## src/rtl/cu_mul_iter.sv

```systemverilog
// Iterative radix-2 shift-add multiplier; returns the low product word and an overflow flag.
// Latency: start edge E0, one multiplier bit per unstalled edge E1..E(W); done the cycle after E(W).
// Backpressure: ps_mul_stall freezes all state; start is ignored while busy, with no queueing.
//
// Ports:
//   clk_exe, rst_n           execute clock, async active-low reset
//   ps_mul_start/_sgn/_stall  start request, signed-mode select (latched with start), stall
//   xb_mul_dtx / xb_mul_dty   multiplicand / multiplier from the crossbar
//   mul_xb_dt, mul_ps_ovf     product low half and overflow, held until the next DONE entry
//   mul_ps_busy, mul_ps_done  state == RUN / state == DONE
module cu_mul_iter #(
  parameter int DATA_WIDTH = 16
) (
  input  logic                  clk_exe,
  input  logic                  rst_n,
  input  logic                  ps_mul_start,
  input  logic                  ps_mul_sgn,
  input  logic                  ps_mul_stall,
  input  logic [DATA_WIDTH-1:0] xb_mul_dtx,
  input  logic [DATA_WIDTH-1:0] xb_mul_dty,
  output logic [DATA_WIDTH-1:0] mul_xb_dt,
  output logic                  mul_ps_busy,
  output logic                  mul_ps_done,
  output logic                  mul_ps_ovf
);

  localparam int W  = DATA_WIDTH;
  localparam int CW = (W > 1) ? $clog2(W) : 1;

  localparam logic [CW-1:0]  CNT_ONE  = 1;
  localparam logic [CW-1:0]  CNT_LAST = CW'(W - 1);
  localparam logic [2*W-1:0] ACC_ONE  = 1;

  typedef enum logic [1:0] {
    IDLE = 2'd0,
    RUN  = 2'd1,
    DONE = 2'd2
  } state_t;

  state_t           state_q,  state_d;
  logic [CW-1:0]    cnt_q,    cnt_d;
  logic [2*W-1:0]   mcand_q,  mcand_d;   // multiplicand magnitude, shifted left each step
  logic [W-1:0]     mplier_q, mplier_d;  // multiplier magnitude, shifted right each step
  logic [2*W-1:0]   acc_q,    acc_d;
  logic             neg_q,    neg_d;     // result sign
  logic             sgn_q,    sgn_d;     // operation was signed (selects overflow rule)
  logic [W-1:0]     dt_q,     dt_d;
  logic             ovf_q,    ovf_d;

  logic             load;
  logic             last_step;
  logic [W-1:0]     mag_x;
  logic [W-1:0]     mag_y;
  logic [2*W-1:0]   addend;
  logic [2*W-1:0]   acc_sum;
  logic [2*W-1:0]   prod;
  logic [W:0]       sgn_bits;

  // State register and datapath flops.
  always_ff @(posedge clk_exe or negedge rst_n) begin
    if (!rst_n) begin
      state_q  <= IDLE;
      cnt_q    <= '0;
      mcand_q  <= '0;
      mplier_q <= '0;
      acc_q    <= '0;
      neg_q    <= 1'b0;
      sgn_q    <= 1'b0;
      dt_q     <= '0;
      ovf_q    <= 1'b0;
    end else begin
      state_q  <= state_d;
      cnt_q    <= cnt_d;
      mcand_q  <= mcand_d;
      mplier_q <= mplier_d;
      acc_q    <= acc_d;
      neg_q    <= neg_d;
      sgn_q    <= sgn_d;
      dt_q     <= dt_d;
      ovf_q    <= ovf_d;
    end
  end

  // Start is honoured from IDLE and from DONE (back-to-back), never from RUN.
  assign load      = !ps_mul_stall && ps_mul_start && (state_q != RUN);
  assign last_step = (cnt_q == CNT_LAST);

  // Next-state logic.
  always_comb begin
    state_d = state_q;
    if (!ps_mul_stall) begin
      unique case (state_q)
        IDLE:    if (ps_mul_start) state_d = RUN;
        RUN:     if (last_step)    state_d = DONE;
        DONE:    state_d = ps_mul_start ? RUN : IDLE;
        default: state_d = IDLE;
      endcase
    end
  end

  // Datapath: operand capture, shift-add step, final sign fix-up and overflow.
  always_comb begin
    cnt_d    = cnt_q;
    mcand_d  = mcand_q;
    mplier_d = mplier_q;
    acc_d    = acc_q;
    neg_d    = neg_q;
    sgn_d    = sgn_q;
    dt_d     = dt_q;
    ovf_d    = ovf_q;

    // The most-negative value negates to itself, which read unsigned is its magnitude.
    mag_x = (ps_mul_sgn && xb_mul_dtx[W-1]) ? W'(-xb_mul_dtx) : xb_mul_dtx;
    mag_y = (ps_mul_sgn && xb_mul_dty[W-1]) ? W'(-xb_mul_dty) : xb_mul_dty;

    addend   = mplier_q[0] ? mcand_q : '0;
    acc_sum  = acc_q + addend;
    prod     = neg_q ? (~acc_sum + ACC_ONE) : acc_sum;
    sgn_bits = prod[2*W-1:W-1];

    if (load) begin
      cnt_d    = '0;
      mcand_d  = {{W{1'b0}}, mag_x};
      mplier_d = mag_y;
      acc_d    = '0;
      neg_d    = ps_mul_sgn & (xb_mul_dtx[W-1] ^ xb_mul_dty[W-1]);
      sgn_d    = ps_mul_sgn;
    end else if (!ps_mul_stall && state_q == RUN) begin
      cnt_d    = cnt_q + CNT_ONE;
      mcand_d  = mcand_q << 1;
      mplier_d = mplier_q >> 1;
      acc_d    = acc_sum;
      // Result registers are written on the edge that enters DONE.
      if (last_step) begin
        dt_d  = prod[W-1:0];
        ovf_d = sgn_q ? !((&sgn_bits) || !(|sgn_bits))
                      : (|prod[2*W-1:W]);
      end
    end
  end

  // Outputs.
  always_comb begin
    mul_ps_busy = (state_q == RUN);
    mul_ps_done = (state_q == DONE);
    mul_xb_dt   = dt_q;
    mul_ps_ovf  = ovf_q;
  end

endmodule
```

## config.mk

```make
export PLATFORM = sky130hd
export DESIGN_NAME = cu_mul_iter
export DESIGN_NICKNAME = d
export VERILOG_FILES = /design/src/rtl/cu_mul_iter.sv
export SDC_FILE = /design/constraint.sdc
export NUM_CORES = 1
export LEC_CHECK = 0
export ABC_AREA = 0
export CORE_AREA = 3 3 157 159
export DETAILED_ROUTE_END_ITERATION = 6
export DIE_AREA = 0 0 160 162
export GPL_ROUTABILITY_DRIVEN = 0
export GPL_TIMING_DRIVEN = 0
export PLACE_DENSITY = 0.54
export SKIP_LAST_GASP = 1
export SYNTH_ARGS = -nofsm -noshare
export SYNTH_HDL_FRONTEND = slang
export SYNTH_SLANG_ARGS = --single-unit
```

## constraint.sdc

```tcl
create_clock -name clk_exe -period 5.9 [get_ports clk_exe]
set_clock_uncertainty 0.1 [all_clocks]
set_input_delay 1.18 -clock clk_exe [delete_from_list [all_inputs] [get_ports clk_exe]]
set_output_delay 1.18 -clock clk_exe [all_outputs]
set_load 0.05 [all_outputs]
```

==> results.py <==
metrics = {
    "status": {
        "status": "finished clean",
    },
    "drt": {
        "ant_nets": 0,
        "detail_route.drc_violations": 0,
        "routed_wirelength_um": 24800,
        "route.detailed.wl_per_inst_um": 18.2,
        "drt_pass1_iterations": 5,
        "route.vias.total": 7670,
        "detailedRoute.firstIterationViolations": 448,
        "routed_via_density": 5.61,
    },
    "cts": {
        "htree_levels": 3,
        "clock_sink_count": 105,
        "tritoncts": "yes",
        "clkLatencyLatePin_ps": 370,
        "clk_transition_reported_paths_ps": 80,
        "cts-hold-fix-buffers": 0,
        "cts_made_buffers": 9,
        "clk_root_buffer_cell": "clkbuf_16",
        "clk_path_buf_depth": 2,
    },
    "floorplan": {
        "area_of_the_die_um2": 25900,
        "core_region_area_um2": 23400,
        "rows": 56,
        "count_of_pins_on_the_block_boundary": 56,
        "die_h_um": 162,
        "starting_density_of_the_core_pct": 34.8,
        "die_x_um": 160,
    },
    "synth": {
        "synth_top_area_share_pct": 32.3,
        "post-synth-top-area-cell": "dfrtp_1",
        "synth_sequential_area_ratio_pct": 32.3,
        "synth_nets": 1047,
        "synth_seq_cells": 105,
        "yosys-top-cells-area": "dfrtp_1, ha_1, nand2_1",
        "synthesis.yosys.warnings": 0,
        "syn-mean-instance-area_um2": 8.36,
        "asyncSetResetFlopFracSynth_pct": 100,
        "netlist_area_um2": 8140,
        "synth_cells": 974,
        "postSynth.topFlopCell": "dfrtp_1",
        "post_synth_num_cell_types": 81,
        "synth_edf_count": 0,
    },
    "sta": {
        "max_slew.worst_pin.slew_ps": 1110,
        "final_min_period_over_clock_period_pct": 95.2,
        "final.setup.worst_slack_ps": 282,
        "grt_setup_unrepaired": "false",
        "fin_crit_period_ps": 5620,
        "normalized_max_slew_margin_pct": 25.4,
        "number_of_setup_violations_in_the_final_report": 0,
        "tns_ps": 0,
        "fmaxAchievable_ghz": 0.178,
        "slew_viol_final": 0,
        "hold_viol_final": 0,
    },
    "hold_path": {
        "timing.hold.worst.start": "mul_xb_dt[9]",
        "worstHoldPathType": "reg -> reg",
    },
    "run": {
        "max_cap_violations": 0,
    },
    "critical_path": {
        "setup.worst_path.start_class": "flip-flop",
        "timing.rr.start": "mplier_q[0]",
        "worst_setup_path_end_kind": "flip-flop",
        "setup.worst_path.class": "reg -> reg",
        "path_max_fanout": 10,
        "worstPathArrival_ps": 5750,
        "timing.critical_path.required_ps": 6030,
        "timing.critical_path.from": "mplier_q[0]",
    },
    "power": {
        "powerDensity_nw_per_um2": 517,
        "cellLeakagePower_nw": 3.90,
        "irDropWorstVdd_v": 0.000207,
    },
    "cells_and_area": {
        "layout_common_cells": "nand2_1, dfrtp_1, o21ai_0",
        "layout_commonest_cell": "nand2_1",
        "multi_input_comb_area_um2": 5230,
        "final_net_count": 1116,
        "n_fill_cell": 2480,
        "num_antenna_cells": 0,
        "drive_gt1_share_pct": 5.25,
        "area.growth.synth_to_final_pct": 16.2,
        "final-seq-area_um2": 2630,
    },
    "place": {
        "dp_slack_ps": 80.9,
        "port_buffers": 54,
        "place_hpwl_um": 19200,
    },
    "global_routing": {
        "globalRouteTotalUtil_pct": 19.2,
        "largest_net_degree_at_the_start_of_global_routing": 67,
        "grt_antenna_before_repair": 0,
        "globalRouteOverflowTotal": 0,
        "grt_pass1_wl_um": 40500,
        "grt_pass1_vias": 7365,
    },
}
==> per-layer routing <==
layer | global-route usage (%) | part of all wire [%] | vias to the layer above
met2 | 31.2 | 46 | 193
met4 | 3.83 | 1.1 | 0
met1 | 27.8 | 49 | 3716
met3 | 2.42 | 4.1 | 16
li1 | - | - | 3745
met5 | 0 | 0 | -
==> Yosys cell counts (all sizes together), types with 9 or more instances <==
library cell and count:
nor2 77, a22oi 9, nor3 14, or3 16
clkbuf 52, o22a 23, a21o 14, xnor2 31
and2 44, dfrtp 105, xor2 33, nand2 107
ha 35, a211oi 12, buf 10, or4 9
a31oi 9, inv 16, nand4 14, o211ai 10
nand3 15, a21oi 66, a22o 38, o21ai 84
==> stage by stage <==
stage               power [W]  instances  hold WS (ps)  util (%)  area (um^2)
global placement      0.00416       1347           359      38.8         9080
finish                0.00490       1367           373      40.4         9470
global route          0.00532       1367           418      40.4         9470
detailed placement    0.00418       1348           359      38.9         9110
floorplan             0.00338        974           337         -         8140
CTS                   0.00482       1364           378      40.2         9410
==> state kept, by name (all words and copies together), names as in the netlist <==
register	cells
mul_ps_ovf	1
cnt_q	4
neg_q	1
mplier_q	16
mcand_q	32
acc_q	32
state_q	2
mul_xb_dt	16
sgn_q	1
==> path summary, 6_finish.rpt <==
path / endpoint / slack (ps) / cells after the start
max: mul_ps_ovf / 280 / 18
min: mul_xb_dt[9] / 370 / 2
max reg2reg: mul_ps_ovf / 280 / 18
min reg2reg: mul_xb_dt[9] / 370 / 2
max in group asynchronous: acc_q[23] / 4280 / 2
min in group asynchronous: mul_xb_dt[0] / 680 / 1
==> kinds of logic (layout without fill, tap and decap cells) <==
family | Yosys count | count (layout) | synth area share [%]
AND/OR/NAND/NOR | 353 | 353 | 22.3
buffers and inverters | 78 | 152 | 3.89
XOR/XNOR | 64 | 64 | 6.88
flip-flops | 105 | 105 | 32.3
AO/OA/AOI/OAI | 333 | 333 | 28.4
adder cells (fa/ha/maj) | 36 | 36 | 5.62
multiplexers | 5 | 5 | 0.661
==> where the power goes <==
| part | switching (W) | internal [W] | leakage, nW |
|---|---|---|---|
| sequential | 0.000194 | 0.000968 | 1.29 |
| clock | 0.000315 | 0.000300 | 0.147 |
| combinational | 0.00192 | 0.00120 | 2.46 |
==> worst max-delay path: stages (launching register included) <==
cell and delay (ps):
dfrtp_1 480, buf_2 250, and2_1 190, ha_1 220, fa_1 430, a21o_1 230
a221oi_4 480, o221ai_1 210, xor2_1 240, a211o_1 360, or3_1 400, buf_2 170
or4_4 590, buf_6 170, nor4b_1 290, o211ai_1 120, a211o_1 280, o31ai_1 200
a31oi_1 70
==> timing repair <==
item,in CTS,in global routing
endpoints found under the setup margin,0,1
resized for setup,0,8
setup buffers,0,3
==> cell type report <==
class,instances,area share (%)
multi-input cells,791,55.3
clock inverters,7,0.793
repair buffers,58,6.21
clock buffers,9,2.38
flip-flops and latches,105,27.8
inverters,16,0.635
plain buffers,62,2.72
well taps,319,4.22
Power figures use the tool's default switching activity.
==> RTL change (same flow settings) <==
Register the output `mul_ps_ovf`, with the module's reset; this adds one clock of latency there. The other outputs are not delayed to match.
--- a/src/rtl/cu_mul_iter.sv
+++ b/src/rtl/cu_mul_iter.sv
@@ -36,6 +36,8 @@
     RUN  = 2'd1,
     DONE = 2'd2
   } state_t;
+
+  logic mul_ps_ovf_d;
 
   state_t           state_q,  state_d;
   logic [CW-1:0]    cnt_q,    cnt_d;
@@ -144,7 +146,15 @@
     mul_ps_busy = (state_q == RUN);
     mul_ps_done = (state_q == DONE);
     mul_xb_dt   = dt_q;
-    mul_ps_ovf  = ovf_q;
+    mul_ps_ovf_d = ovf_q;
+  end
+
+  always_ff @(posedge clk_exe or negedge rst_n) begin
+    if (!rst_n) begin
+      mul_ps_ovf <= '0;
+    end else begin
+      mul_ps_ovf <= mul_ps_ovf_d;
+    end
   end
 
 endmodule
Behaviour: no difference found for any inputs over 10 cycles, from zero or initial values and one cycle with rst_n low; that may be too few to reach the edited logic, so the function may still have changed.
==> RTL change against the original RTL <==
- sequential cell count rose by 1
- via count fell by 6.3%
- setup slack improved by 0.23 ns
- area after synthesis fell by 2.0%
- highest routed layer unchanged
- total power rose by 9.7%
- clock power fell by 2%
- routed wire length fell by 8.2%
- final area fell by 2.3%
==> RTL change: results (changes against the original RTL) <==
| Metric | Value |
|---|---|
| Worst slew margin | `0.3771 (+0.1229)` |
| TritonCTS Buffers | `9 (unchanged)` |
| Critical Path Max Stage Delay | `0.72 ns (+0.13 ns)` |
| Avg Vias per Cell | `5.426 (-3.3%)` |
| Fillers | `2,468 (-0.48%)` |
| Top_reg_cell synth | `dfrtp_1` |
| Clock Tree Root | `clkbuf_16` |
| Static Leak | `3.736 nW (-4.2%)` |
| Synth area leaders | `dfrtp_1, ha_1, o21ai_0, nand2_1, xnor2_1` |
| Largest net degree at the start of global routing | `65 (-3.0%)` |
| Clock latency at the later pin of the worst-skew pair | `~0.36 ns` |
| Post-Syn Instances | `934 (-4.1%)` |
| First-pass GRT wire length | `37,560 microns (-7.2%)` |
| Post-CTS Setup Bufs | `0 (unchanged)` |
| Share of flip-flops with an asynchronous set or reset | `1.000 (unchanged)` |
| Slowest cell on crit path | `a2111oi_0` |
| Port buffer count | `55 (+1.9%)` |
| VDD IR max | `0.0002488 V (+20%)` |
| Share of post-route cells with drive strength above 1 | `0.04771 (-0.004767)` |
| DP Area | `8964 sq um (-1.6%)` |
| Initial antenna violation count | `0 (unchanged)` |
| Unique cell type count in the Yosys netlist | `80 (-1.2%)` |
| Initial DRT Pass Iterations | `5 (unchanged)` |
| Routed vias | `7,190 (-6.3%)` |
| Clock-pin transition on the worst setup and hold timing paths | `0.08 ns (about the same)` |
| Status | `finished clean` |
| Post-placement cell count | `1,309 (-2.9%)` |
| GRT Total Usage | `0.1784 (-0.01401)` |
| CP arrival | `5.53 ns (-0.22 ns)` |
| Sequential area share after synthesis | `0.3322 (+0.009554)` |
| Syn_nets | `1,007 (-3.8%)` |
| Resized cells post-CTS | `0 (unchanged)` |
| Hpwl dp | `17,790 microns (-7.5%)` |
| Final nets | `1,074 (-3.8%)` |
| Number of antenna diodes | `0 (unchanged)` |
| Crit Path Max Fanout | `10 (unchanged)` |
| Top Registers | `acc_q (32), mcand_q (32)` |
| Wire per inst | `17.21 microns (-5.3%)` |
| Pre-CTS setup slack | `0.5019 ns (+0.4210 ns)` |
| Tightest Hold Check Type | `reg -> reg` |
| Vias in the first global route | `6,959 (-5.5%)` |
| Commonest cells post-synth | `dfrtp_1, nand2_1, o21ai_0, nor2_1, a21oi_1` |
| Iter 0 DRT Violations | `576 (+29%)` |
| Final core occ | `0.3953 (-0.009142)` |
-- RTL change: where the power goes --
group          switching, mW  internal [mW]
combinational           2.23           1.33
sequential             0.197           1.01
clock                  0.297          0.303
-- RTL change: layout make-up --
cell class,instances,share of cell area
Timing Repair Buffer,56,0.06262
Inverter,14,0.005680
Multi-Input combinational cell,757,0.5465
Tap cell,319,0.04314
Clock inverter,6,0.005275
Buffer,57,0.02421
Sequential cell,106,0.2867
Clock buffer,10,0.02583
-- RTL change: final timing paths --
| kind | start | end | slack, ns | cells after the start |
|---|---|---|---|---|
| worst min-delay path | mul_ps_ovf_d$_DFFE_PN0P_ | mul_ps_ovf$_DFF_PN0_ | 0.28 | 0 |
| max in group asynchronous | rst_n | mul_xb_dt[4]$_DFFE_PN0P_ | 4.38 | 2 |
| worst max register to register | mplier_q[0]$_DFFE_PN0P_ | mul_ps_ovf_d$_DFFE_PN0P_ | 0.52 | 15 |
| worst max-delay path | mplier_q[0]$_DFFE_PN0P_ | mul_ps_ovf_d$_DFFE_PN0P_ | 0.52 | 15 |
| worst min register to register | mul_ps_ovf_d$_DFFE_PN0P_ | mul_ps_ovf$_DFF_PN0_ | 0.28 | 0 |
| min in group asynchronous | rst_n | mul_ps_ovf$_DFF_PN0_ | 0.62 | 1 |
-- RTL change: cells by family after synthesis --
group	share of synthesized area
xor+xnor	0.07881
mux	0.009401
simple gates	0.2144
compound gates	0.2733
buf+inv	0.03463
flops	0.3322
fa+ha+maj	0.05735
-- RTL change: layer usage --
layer / GRT usage / vias up / share of wire
li1: - / 3598 / -
met4: 0.04615 / 0 / 0.016
met3: 0.02372 / 26 / 0.032
met5: 0 / - / 0
met1: 0.2598 / 3438 / 0.51
met2: 0.2802 / 128 / 0.44
